### src/rtl/block_commit_ctrl.sv
// Initiator-side controller for the two-slot transaction/hash RAM.
// Stores incoming transactions and, on commit, folds the stored transaction into the previous hash.
module block_commit_ctrl #(
    parameter logic [7:0]  HASH_ADD  = 8'h1D,
    parameter int unsigned NUM_BYTES = 6
) (
    input  logic        clock,
    input  logic        reset,
    input  logic        tx_valid,
    input  logic [47:0] tx_data,
    output logic        tx_ready,
    input  logic        commit,
    output logic        busy,
    output logic        done,
    output logic [7:0]  new_hash,
    output logic        ram_access_type,
    output logic [47:0] ram_data_out,
    output logic        ram_wren,
    input  logic [47:0] ram_result
);

    localparam int unsigned TX_W   = 48;
    localparam int unsigned HASH_W = 8;
    localparam int unsigned IDX_W  = 3;

    typedef enum logic [2:0] {
        S_IDLE,
        S_WR_TX,
        S_RD_TX,
        S_RD_HASH,
        S_MIX,
        S_WR_HASH,
        S_DONE
    } state_e;

    state_e              state_q, state_d;
    logic [TX_W-1:0]     tx_buf_q, tx_buf_d;
    logic [HASH_W-1:0]   h_q, h_d;
    logic [IDX_W-1:0]    idx_q, idx_d;
    logic [HASH_W-1:0]   new_hash_q, new_hash_d;
    logic [HASH_W-1:0]   mix_byte;
    logic                last_byte;

    assign mix_byte  = tx_buf_q[{idx_q, 3'b000} +: HASH_W];
    assign last_byte = (idx_q == IDX_W'(NUM_BYTES - 1));

    // State register
    always_ff @(posedge clock) begin
        if (reset) begin
            state_q <= S_IDLE;
        end else begin
            state_q <= state_d;
        end
    end

    // Next-state logic; a transaction offer wins over a simultaneous commit
    always_comb begin
        state_d = state_q;
        case (state_q)
            S_IDLE: begin
                if (tx_valid) begin
                    state_d = S_WR_TX;
                end else if (commit) begin
                    state_d = S_RD_TX;
                end
            end
            S_WR_TX:   state_d = S_IDLE;
            S_RD_TX:   state_d = S_RD_HASH;
            S_RD_HASH: state_d = S_MIX;
            S_MIX:     state_d = last_byte ? S_WR_HASH : S_MIX;
            S_WR_HASH: state_d = S_DONE;
            S_DONE:    state_d = S_IDLE;
            default:   state_d = S_IDLE;
        endcase
    end

    // Output decode; write enable is gated by reset so an aborted write never lands
    always_comb begin
        tx_ready        = 1'b0;
        busy            = 1'b1;
        done            = 1'b0;
        ram_access_type = 1'b0;
        ram_data_out    = '0;
        ram_wren        = 1'b0;
        case (state_q)
            S_IDLE: begin
                tx_ready = 1'b1;
                busy     = 1'b0;
            end
            S_WR_TX: begin
                ram_wren     = ~reset;
                ram_data_out = tx_buf_q;
            end
            S_RD_HASH: ram_access_type = 1'b1;
            S_WR_HASH: begin
                ram_access_type = 1'b1;
                ram_wren        = ~reset;
                ram_data_out    = {{(TX_W - HASH_W){1'b0}}, h_q};
            end
            S_DONE:  done = 1'b1;
            default: ;
        endcase
    end

    // Datapath next values
    always_comb begin
        tx_buf_d   = tx_buf_q;
        h_d        = h_q;
        idx_d      = idx_q;
        new_hash_d = new_hash_q;
        case (state_q)
            S_IDLE: begin
                if (tx_valid) begin
                    tx_buf_d = tx_data;
                end
            end
            S_RD_TX: tx_buf_d = ram_result;
            S_RD_HASH: begin
                h_d   = ram_result[HASH_W-1:0];
                idx_d = '0;
            end
            S_MIX: begin
                h_d   = ({h_q[HASH_W-2:0], h_q[HASH_W-1]} ^ mix_byte) + HASH_ADD;
                idx_d = idx_q + IDX_W'(1);
            end
            S_DONE:  new_hash_d = h_q;
            default: ;
        endcase
    end

    // Datapath registers
    always_ff @(posedge clock) begin
        if (reset) begin
            tx_buf_q   <= '0;
            h_q        <= '0;
            idx_q      <= '0;
            new_hash_q <= '0;
        end else begin
            tx_buf_q   <= tx_buf_d;
            h_q        <= h_d;
            idx_q      <= idx_d;
            new_hash_q <= new_hash_d;
        end
    end

    assign new_hash = new_hash_q;

endmodule

### config.mk
export PLATFORM = sky130hd
export DESIGN_NAME = block_commit_ctrl
export DESIGN_NICKNAME = d
export VERILOG_FILES = /design/src/rtl/block_commit_ctrl.sv
export SDC_FILE = /design/constraint.sdc
export NUM_CORES = 1
export LEC_CHECK = 0
export CORE_UTILIZATION = 35
export DETAILED_ROUTE_END_ITERATION = 10
export GPL_TIMING_DRIVEN = 0
export HOLD_SLACK_MARGIN = 0.06
export PLACE_DENSITY = 0.62
export SETUP_SLACK_MARGIN = 0.4
export SKIP_CTS_REPAIR_TIMING = 1
export SLEW_MARGIN = 20
export SYNTH_ARGS = -nofsm -noshare
export SYNTH_HDL_FRONTEND = slang
export SYNTH_SLANG_ARGS = --single-unit
### constraint.sdc
create_clock -name clock -period 2.6 [get_ports clock]
set_clock_uncertainty 0.05 [all_clocks]
set_input_delay 0.65 -clock clock [delete_from_list [all_inputs] [get_ports clock]]
set_output_delay 0.65 -clock clock [all_outputs]
set_load 0.005 [all_outputs]
==> results of run 1 <==
==> state kept, by name, summed over array words and instances, names as in the netlist <==
| signal | flops |
|---|---|
| new_hash | 8 |
| idx_q | 3 |
| state_q | 3 |
| tx_buf_q | 48 |
| h_q | 8 |
==> metrics by stage <==
stage                     cells  TNS [ns]  area, um2
after floorplan             532         0       4508
after global placement      863    -19.41       6315
after detailed placement    863    -20.75       6315
after CTS                   879    -28.72       6678
after global routing        909         0       7413
final                       909         0       7413
==> logic make-up after synthesis <==
kind of cell    after synthesis
compound gates               78
fa+ha+maj                     3
flops                        70
buf+inv                      62
xor+xnor                      6
mux                         102
simple gates                211
==> layer usage <==
layer  part of all wire [%]  vias to the layer above  global-route usage, %
li1                       -                     2282                      -
met1                     45                     2209                  30.23
met2                     47                      177                  39.20
met3                    5.8                       21                  3.713
met4                    2.1                        0                  8.918
met5                      0                        -                      0
==> critical path, cell delays in order (launching register included) <==
cell       delay [ns]
dfxtp_1          0.34
buf_6            0.13
nand2b_4         0.07
nor2_4           0.12
buf_12           0.12
buf_8            0.11
buf_6            0.10
clkbuf_16        0.14
and2_4           0.14
buf_6            0.09
==> cell usage in the layout, fill, tap and decap left out, types with 4 or more instances in the layout <==
cell type	count
nand2_1	21
buf_8	6
buf_4	21
dfxtp_1	67
buf_6	36
clkbuf_2	22
nand3b_1	6
and2_4	26
and2_1	15
bufinv_16	4
dlymetal6s2s_1	20
a211oi_1	50
mux2i_1	87
nor3b_1	8
a21oi_1	8
mux2i_4	4
clkbuf_4	4
clkdlybuf4s50_1	106
clkbuf_16	10
nor2_1	79
xnor2_1	5
nor2b_1	7
and4bb_4	4
mux2i_2	10
or3b_1	6
inv_1	6
clkbuf_1	12
nor3_1	17
o21ai_0	6
buf_2	11
buf_12	6
==> path summary, 6_finish.rpt <==
check | from | endpoint | slack (ns) | cells after the start
max | state_q[0]$_SDFFE_PP0P_ | ram_data_out[38] | 0.19 | 9
min | new_hash[1]$_SDFFE_PP0P_ | new_hash[1]$_SDFFE_PP0P_ | 0.45 | 2
max reg2reg | idx_q[1]$_SDFFE_PP0P_ | h_q[7]$_SDFFE_PP0P_ | 0.24 | 9
min reg2reg | new_hash[1]$_SDFFE_PP0P_ | new_hash[1]$_SDFFE_PP0P_ | 0.45 | 2
==> area by class of cell <==
class | instances | share of cell area (%)
repair buffers | 189 | 25.89
flip-flops and latches | 70 | 19.02
well taps | 172 | 2.903
clock buffers | 10 | 3.089
inverters | 7 | 0.3544
clock inverters | 6 | 1.806
multi-input cells | 400 | 41.18
plain buffers | 55 | 5.755
==> power by group <==
| group | switching (W) | internal (W) | leakage, nW |
|---|---|---|---|
| Sequential | 0.000116 | 0.00119 | 0.578 |
| Clock | 0.000477 | 0.00103 | 0.177 |
| Combinational | 0.000524 | 0.000609 | 2.46 |
| Total | 0.00112 | 0.00283 | 3.22 |
==> cells in the mapped netlist, drive strengths merged, types with 2 or more instances <==
library cell and instances:
a21oi 9, a211oi 50, nor3b 8, nor3 19, or3b 6, nor2 81
clkbuf 34, or3 3, xnor2 6, nand3 2, nand4b 2, o22ai 2
and2 41, dfxtp 70, nand2b 4, a311oi 3, ha 3, nand2 21
nand3b 6, and4bb 6, mux2i 101, nor2b 7, inv 7, o21ai 8
and3 2, buf 21, a31oi 2
==> impl_metrics.toml, run 1 <==
[floorplan]
io_pins = 161
rows = 41
fp.dieH_um = 115.5
die_x_um = 115.5
start_util_pct = 35.86
core_area_um2 = 12570
die_area_um2 = 13330

[sta]
slew_violations = 0
relSlewSlack_pct = 52.37
max_freq_ghz = 0.4146
worstMarginPinSlew_ns = 0.7119
setup_slack_ns = 0.1882
rsz0062_at_grt = "true"
setup_violations = 0
fin_crit_ns = 2.412
finalCritPeriodShare_pct = 92.76
hold_viol = 0
hold_slack_ns = 0.4525

[placement]
place_ws_ns = -0.5490
portBuffers = 159
place.gp.congestion = 0.8681
dp_hpwl_um = 11910

[yosys]
synth_fa_ha_area_share_pct = 0.8329
ys_ff_latch = 70
synth_cells = 532
synthXorXnorAreaFrac_pct = 1.166
yosys_most_used_dff = "dfxtp_1"
yosys.cell_types.count = 42
yosys_warnings = 0
yosys-mux-area-fraction_pct = 22.93
synth.area.top_cells = "dfxtp_1 31%, mux2i_1 22%, a211oi_1 8.3%"
avgSynthCellArea_um2 = 8.471
synth_fp_nets = 635
synth_top_area_share_pct = 31.09
ys_async_sr_fraction_pct = 0
synth-simple-area-share_pct = 24.93
synth_top_area_cell = "dfxtp_1"
ys_seq_area_share_pct = 31.09
synth_area_um2 = 4507
synth_top_family_by_area = "simple AND/OR/NAND/NOR gates"
synth_edf_count = 0
synth-compound-area-share_pct = 12.52

[route]
routed_wirelength_um = 16410
wire_per_inst_um = 18.05
post-route-drc-count = 0
vias = 4689
drt_iter0_markers = 328
firstDrtPassIters = 5
ant_nets = 0
vias_per_cell = 5.158

[global_routing]
grt_antenna_before_repair = 0
grt_max_degree = 13
grt_pass1_wl_um = 23380
track_usage_pct = 23.41
grt_pass1_vias = 4410
grt_overflow = 0

[critical_path]
cp-end-kind = "output port"
worstPathRequired_ns = 1.90
cp_max_fo = 6
worstPathArrival_ns = 1.71
startpoint_type = "flip-flop"
path_class = "flip-flop to output port"

[cells_and_area]
regArea_um2 = 1410
drive_above_1_share_pct = 25.78
syn_to_final_growth_pct = 64.49
n_antenna_cell = 0
nFillCells = 1133
fin_util_pct = 58.98
nNetsFinal = 835
multi_input_area_um2 = 3053

[power_and_ir_drop]
leakage_nw = 3.217
ir_worst_vdd_uv = 256.5
p_per_area_nw_per_um2 = 532.2
power_w = 0.003945

[clock_network]
cts.sinks = 70
htreeDepth = 3
clk_pin_slew_ns = 0.06
numCtsBuffers = 9
clock_path_buffers = 2
cts_tree = "built"
cts_root_buffer = "clkbuf_16"
clkLatencyLatePin_ns = 0.34

[flow_run]
maxCapViolations = 0

[status]
outcome = "finished, final reports clean"

[worst_hold_path]
hold_class = "flip-flop to flip-flop"
Power figures use the tool's default switching activity.
==> inputs of run 2 (changes only) <==
SLEW_MARGIN = default   (was 20)
==> results of run 2 <==
No change in the layout: final DEF, timing and power equal those of run 1.
==> inputs of run 3 (changes only) <==
CTS_CLUSTER_DIAMETER = 200   (was default)
PLACE_DENSITY = 0.68   (was 0.62)
SETUP_SLACK_MARGIN = 0.05   (was 0.4)
==> run 3 against run 2 <==
Compared with the run above:
- combinational power fell by 16%
- critical path depth fell by 4
- first-iteration DRC count fell by 7.3%
- cell area fell by 8.4%
- maximum frequency fell by 6.1%
- global-route usage fell by 0.57 points
- sequential cell count did not move
- die area did not move
- via count fell by 3.3%
- final cell count fell by 3.9%
- critical path type unchanged
- largest cell class unchanged
- highest routed layer unchanged
==> impl_metrics.toml, run 3 (synthesis gave the netlist of run 1 again) <==
[cells_and_area]
syn_to_final_growth_pct = 50.61
stdcell_count = 874
largest_reg_flops = 48
layout_common_cells = "138 x clkdlybuf4s50_1, 98 x mux2i_1, 80 x nor2_1"
n_antenna_cell = 0
top_register = "tx_buf_q"
regArea_um2 = 1406
final_area_um2 = 6788
mostFrequentLayoutCell = "clkdlybuf4s50_1"
drive_above_1_share_pct = 9.829
nNetsFinal = 800
nFillCells = 1170
multi_input_area_um2 = 2864

[sta]
fin_crit_ns = 2.569
max_freq_ghz = 0.3892
slew_violations = 0
worstMarginPinSlew_ns = 0.7372
relSlewSlack_pct = 50.85
hold_viol = 0
finalCritPeriodShare_pct = 98.82
setup_violations = 0
rsz0062_at_grt = "true"

[clock_network]
clk_pin_slew_ns = 0.06
clock_path_buffers = 2
clkLatencyLatePin_ns = 0.33
htreeDepth = 3
cts_root_buffer = "clkbuf_16"
numCtsBuffers = 9
cts_tree = "built"
cts.sinks = 70

[route]
ant_nets = 0
drt_iter0_markers = 304
routed_wirelength_um = 15330
firstDrtPassIters = 5
vias = 4534
vias_per_cell = 5.188
wire_per_inst_um = 17.54
post-route-drc-count = 0

[floorplan]
core_area_um2 = 12570
rows = 41
die_x_um = 115.5
die_area_um2 = 13330
fp.dieH_um = 115.5
start_util_pct = 35.86
io_pins = 161

[placement]
portBuffers = 159
dpl.cell_count = 863
place.gp.congestion = 0.8606
placed_area_um2 = 6314
dp_hpwl_um = 11690

[flow_run]
maxCapViolations = 0

[critical_path]
cp_max_fo = 10
cp-end-kind = "output port"
worstPathArrival_ns = 1.87
reg2reg_from = "idx_q[1]$_SDFFE_PP0P_"
startpoint_type = "flip-flop"
startpoint = "state_q[1]$_SDFFE_PP0P_"
path_class = "flip-flop to output port"
worstPathRequired_ns = 1.90

[global_routing]
grt_overflow = 0
grt_antenna_before_repair = 0
grt_pass1_vias = 4369
track_usage_pct = 22.84
grt_max_degree = 13
grt_pass1_wl_um = 23040

[worst_hold_path]
hold_class = "flip-flop to flip-flop"
hp-start = "new_hash[3]$_SDFFE_PP0P_"

[power_and_ir_drop]
leakage_nw = 2.840
p_per_area_nw_per_um2 = 528.4
ir_worst_vdd_uv = 251.6

[status]
outcome = "finished, final reports clean"
run 3: worst paths after layout:
| path | cells after the start | slack, ns | to |
|---|---|---|---|
| worst min register to register | 2 | 0.46 | new_hash[3]$_SDFFE_PP0P_ |
| worst max-delay path | 5 | 0.03 | ram_data_out[15] |
| worst max register to register | 9 | 0.19 | h_q[7]$_SDFFE_PP0P_ |
| worst min-delay path | 2 | 0.46 | new_hash[3]$_SDFFE_PP0P_ |
run 3: worst max-delay path, cell delays in order, from the launching register on:
cell             delay, ns
dfxtp_2               0.35
nand2b_4              0.16
nor2_4                0.18
buf_6                 0.19
and2_1                0.15
clkdlybuf4s50_1       0.50
run 3: stage by stage:
| stage | power (W) | hold slack, ns | setup slack, ns | util, % | setup TNS, ns |
|---|---|---|---|---|---|
| after floorplan | 0.001810 | 0.4331 | 0.3211 | - | 0 |
| after global placement | 0.002221 | 0.4352 | -0.7322 | 50.23 | -20.79 |
| after detailed placement | 0.002241 | 0.4454 | -0.6834 | 50.23 | -22.51 |
| after CTS | 0.003566 | 0.4567 | -0.6886 | 52.81 | -29.77 |
| after global routing | 0.003751 | 0.4759 | -0.02624 | 54.01 | -0.05224 |
| final | 0.003586 | 0.4559 | 0.03060 | 54.01 | 0 |
run 3: where the power goes:
part           switching (W)  internal [W]
combinational       0.000461      0.000493
clock               0.000473      0.000862
sequential          0.000111       0.00119
total                0.00104       0.00254
run 3: area by class of cell:
type	instances	area share [%]
plain buffers	50	4.535
clock buffers	10	3.521
clock inverters	6	1.253
inverters	7	0.3871
multi-input cells	400	42.19
flip-flops and latches	70	20.72
well taps	172	3.171
repair buffers	159	24.22
run 3: metal layers:
layer | global-route usage [%] | vias up | part of all wire, %
li1 | - | 2210 | -
met1 | 29.27 | 2139 | 45
met2 | 39.08 | 171 | 47
met3 | 4.027 | 14 | 6.4
met4 | 6.840 | 0 | 1.5
met5 | 0 | - | 0
==> RTL change 1, RTL diff (config.mk and constraints of run 2) <==
The 7 states of `state_e` get a one-hot encoding in 7 bits.
--- a/src/rtl/block_commit_ctrl.sv
+++ b/src/rtl/block_commit_ctrl.sv
@@ -23,14 +23,14 @@
     localparam int unsigned HASH_W = 8;
     localparam int unsigned IDX_W  = 3;
 
-    typedef enum logic [2:0] {
-        S_IDLE,
-        S_WR_TX,
-        S_RD_TX,
-        S_RD_HASH,
-        S_MIX,
-        S_WR_HASH,
-        S_DONE
+    typedef enum logic [6:0] {
+        S_IDLE    = 7'b0000001,
+        S_WR_TX   = 7'b0000010,
+        S_RD_TX   = 7'b0000100,
+        S_RD_HASH = 7'b0001000,
+        S_MIX     = 7'b0010000,
+        S_WR_HASH = 7'b0100000,
+        S_DONE    = 7'b1000000
     } state_e;
 
     state_e              state_q, state_d;
Formal check against the unedited RTL: same outputs for any inputs over 10 cycles, from zero or initial values and one cycle with reset high; not proved beyond that.
==> RTL change 1 against run 2 <==
  * The run now ends with negative setup slack left
  * Synthesized cell count fell by 0.75%
  * Critical path depth down 1
  * Routed wire length increased by 4.6%
  * Combinational power fell by 30%
  * Sequential cell count is 4 higher
  * Worst setup slack got worse by 240 ps
  * Synthesized area grew 1.5%
  * Power fell by 8.3%
  * Design area is 1.0% higher
  * Sequential power is 3% higher
  * Highest routed layer unchanged
==> RTL change 1: results (changes against run 2) <==
Outcome:
- Result of the run: finished with violations (was complete, no violations).
- The final reports fail on negative setup slack.

Logic synthesis:
- The instance count of the mapped netlist was 528 (was 532).
- Top post-synthesis cells by count: sky130_fd_sc_hd__mux2i_1, sky130_fd_sc_hd__dfxtp_1, sky130_fd_sc_hd__nor2_1 (was sky130_fd_sc_hd__mux2i_1, sky130_fd_sc_hd__nor2_1, sky130_fd_sc_hd__dfxtp_1).
- The share of the yosys chip area belonging to registers was 0.324 (was 0.311).
- The total nets after synthesis is 631 (was 635).
- The count of cell types in the netlist is 52 (was 42).
- The mux cell area share after synthesis came to 0.207 (was 0.229).
- The adder-cell share of the synthesized area is 0.00821 (was 0.00833).
- The post-synthesis compound-gate area fraction came to 0.142 (was 0.125).
- Most area-consuming cells after synthesis: sky130_fd_sc_hd__dfxtp_1, sky130_fd_sc_hd__mux2i_1, sky130_fd_sc_hd__a211oi_1 (unchanged).
- The post-synthesis xor/xnor area fraction is 0.00958 (was 0.0117).

Global route:
- The global-route track usage on met1 is 0.304 (was 0.302).
- The aggregate global-route resource usage is 0.242 (was 0.234).
- The met2 track utilization from global routing is 0.399 (was 0.392).
- The via count of the first global-routing pass is 4,544 (was 4,410).
- The met3 track demand over resource came to 0.0560 (was 0.0371).
- The first-pass GRT wire length is 24,300 um (was 23,400 um).

Power and ir drop:
- The cell-internal power came to 2650 uW (was 2830 uW).
- The share of total power in sequential cells came to 0.371 (was 0.330).
- The maximum resistive drop on vdd came to 0.291 mV (was 0.257 mV).
- The post-layout total power came to 3620 uW (was 3950 uW).

STA:
- The setup TNS is -345 ps (was 0 ps).
- The relative slew slack is 0.531 (was 0.524).
- The number of setup violations in the final report is 11 (was 0).
- The setup slack after layout is -49.2 ps (was 188 ps).

Placement:
- The cell total after placement is 859 (was 863).
- The cell area after placement is 6390 sq um (was 6310 sq um).

Critical path:
- The maximum fanout encountered on the critical timing path is 4 (was 6).
- The master of the slowest instance on the critical path is sky130_fd_sc_hd__dfxtp_2 (was sky130_fd_sc_hd__dfxtp_1).
- The data arrival time of the critical path came to 1950 ps (was 1710 ps).

Route:
- The number of DRC violations after detailed-routing iteration 0 was 305 (was 328).
- The wire length on met1 is 7260 um (was 7430 um).
- The routed length on met3 is 1090 um (was 945 um).

Final layout:
- The number of nets in the finished design was 839 (was 835).
## RTL change 1: layout make-up
| class | instances | area (sq um) |
|---|---|---|
| multi-input cells | 400 | 3070 |
| flip-flops and latches | 74 | 1500 |
| plain buffers | 50 | 324 |
| well taps | 172 | 215 |
| repair buffers | 197 | 2020 |
| clock buffers | 11 | 253 |
| inverters | 4 | 15.0 |
| clock inverters | 5 | 100 |
| fillers | 1139 | 5180 |
## RTL change 1: path summary, 6_finish.rpt
check                           slack (ps)   startpoint  depth (start not counted)                to
worst max register to register          40     idx_q[0]                          9            h_q[6]
worst max-delay path                   -50   state_q[0]                          8  ram_data_out[45]
worst min register to register         440  new_hash[0]                          2       new_hash[0]
worst min-delay path                   440  new_hash[0]                          2       new_hash[0]
## RTL change 1: worst min-delay path: stages, from the launching register on
cell and delay, ps:
sky130_fd_sc_hd__dfxtp_1 320, sky130_fd_sc_hd__mux2i_1 60, sky130_fd_sc_hd__nor2_1 70
==> RTL change 2, RTL diff (settings of run 2) <==
Made on the original files. Set the parameter `NUM_BYTES` to 4 (it was 6).
--- a/src/rtl/block_commit_ctrl.sv
+++ b/src/rtl/block_commit_ctrl.sv
@@ -2,7 +2,7 @@
 // Stores incoming transactions and, on commit, folds the stored transaction into the previous hash.
 module block_commit_ctrl #(
     parameter logic [7:0]  HASH_ADD  = 8'h1D,
-    parameter int unsigned NUM_BYTES = 6
+    parameter int unsigned NUM_BYTES = 4
 ) (
     input  logic        clock,
     input  logic        reset,
Behaviour: not the same (a bounded check fails within 10 cycles, from zero or initial values and one cycle with reset high).
==> RTL change 2 against run 2 <==
  * Design area barely moved
  * Synthesized area fell by 0.36%
  * Routed wire length fell by 0.68%
  * Worst setup slack got worse by 72 ps
  * Sequential cell count did not move
  * Critical path depth rose by 1
  * Largest power group is now sequential cells
  * Power fell by 8.4%
==> RTL change 2: results (changes against run 2) <==
Logic synthesis:
- Most area-consuming cells after synthesis: sky130_fd_sc_hd__dfxtp_1, sky130_fd_sc_hd__mux2i_1, sky130_fd_sc_hd__a211oi_1 (unchanged).
- The share of the yosys chip area belonging to registers is 0.312 (was 0.311).
- Top post-synthesis cells by count: sky130_fd_sc_hd__mux2i_1, sky130_fd_sc_hd__nor2_1, sky130_fd_sc_hd__dfxtp_1 (unchanged).
- The count of warnings emitted by yosys is 0 (unchanged).
- The total nets after synthesis is 633 (was 635).

Placement:
- The estimated wirelength of the detail-placed design was 11,700 um (was 11,900 um).
- The cell area after placement is 6300 sq um (was 6310 sq um).
- The global placer's final weighted congestion is 0.835 (was 0.868).

Power and ir drop:
- The total net switching power is 1120 uW (about the same).
- The leakage component of the power is 0.00308 uW (was 0.00322 uW).
- The maximum resistive drop on vdd is 0.269 mV (was 0.257 mV).

Global route:
- The via count of the first global-routing pass was 4,461 (was 4,410).
- The pin count of the biggest net entering global routing was 11 (was 13).
- The first-pass GRT wire length is 23,300 um (was 23,400 um).
- The aggregate global-route resource usage was 0.232 (was 0.234).

Outcome:
- Result of the run: complete, no violations (unchanged).

Critical path:
- The data arrival time of the critical path is 1780 ps (was 1710 ps).
- The maximum fanout encountered on the critical timing path is 7 (was 6).
- The delay of the slowest cell on the worst path is 320 ps (was 340 ps).
- The kind of start point of the critical path is a register (unchanged).
- The setup slack of the worst register-to-register path is 300 ps (was 240 ps).

Route:
- The vias after detailed routing is 4,743 (was 4,689).
- The final wirelength was 16,300 um (was 16,400 um).
- The number of DRC violations after detailed-routing iteration 0 is 254 (was 328).
- The first-pass iteration count of the detailed router came to 6 (was 5).

Final layout:
- The fraction of layout cells with a size suffix above 1 is 0.279 (was 0.258).
- The number of nets in the finished design came to 842 (was 835).

STA:
- The transition time at the pin with the least slew margin came to 637 ps (was 712 ps).

Clocking:
- The latest clock arrival within the worst-skew pair is 340 ps (about the same).
[RTL change 2: routing by layer]
metal  part of all wire  global-route usage  wire (um)
met1               0.44               0.302       7230
met2               0.47               0.386       7650
met3              0.060              0.0343        982
met4              0.027              0.0926        438
met5                  0                   0          0
[RTL change 2: cell type report]
| type | count | area (sq um) |
|---|---|---|
| inverter | 6 | 22.5 |
| clock buffer | 12 | 246 |
| timing repair buffer | 198 | 1990 |
| tap | 172 | 215 |
| clock inverter | 2 | 10.0 |
| fill | 1116 | 5150 |
| buffer | 54 | 407 |
| multi-input combinational | 400 | 3120 |
| sequential | 70 | 1410 |
[RTL change 2: path summary, 6_finish.rpt]
path | startpoint | endpoint | cells after the start
worst min register to register | new_hash[2] | new_hash[2] | 2
worst max register to register | idx_q[1] | h_q[6] | 9
worst min-delay path | new_hash[2] | new_hash[2] | 2
worst max-delay path | state_q[0] | ram_data_out[41] | 10
[RTL change 2: power by group through the flow]
stage | logic (uW) | registers [uW] | clock network, uW
floorplan | 549 | 1260 | 0
global placement | 930 | 1290 | 0
detailed placement | 945 | 1300 | 0
CTS | 950 | 1270 | 1120
global route | 1290 | 1310 | 1160
finish | 1200 | 1300 | 1110
[RTL change 2: per-stage QoR]
stage	hold slack, ps	std cells	worst slack, ps	TNS [ps]	total power, uW
CTS	455	875	-605	-27820	3340
floorplan	433	530	411	0	1810
global route	491	914	66.5	0	3760
global placement	430	861	-589	-18620	2220
finish	449	914	116	0	3610
detailed placement	442	861	-578	-20040	2240
[RTL change 2: cell families after synthesis]
logic type / synth area share
AO/OA/AOI/OAI: 0.127
AND/OR/NAND/NOR: 0.249
adder cells (fa/ha/maj): 0.00836
XOR/XNOR: 0.00975
buffers and inverters: 0.0632
multiplexers: 0.230
flip-flops: 0.312
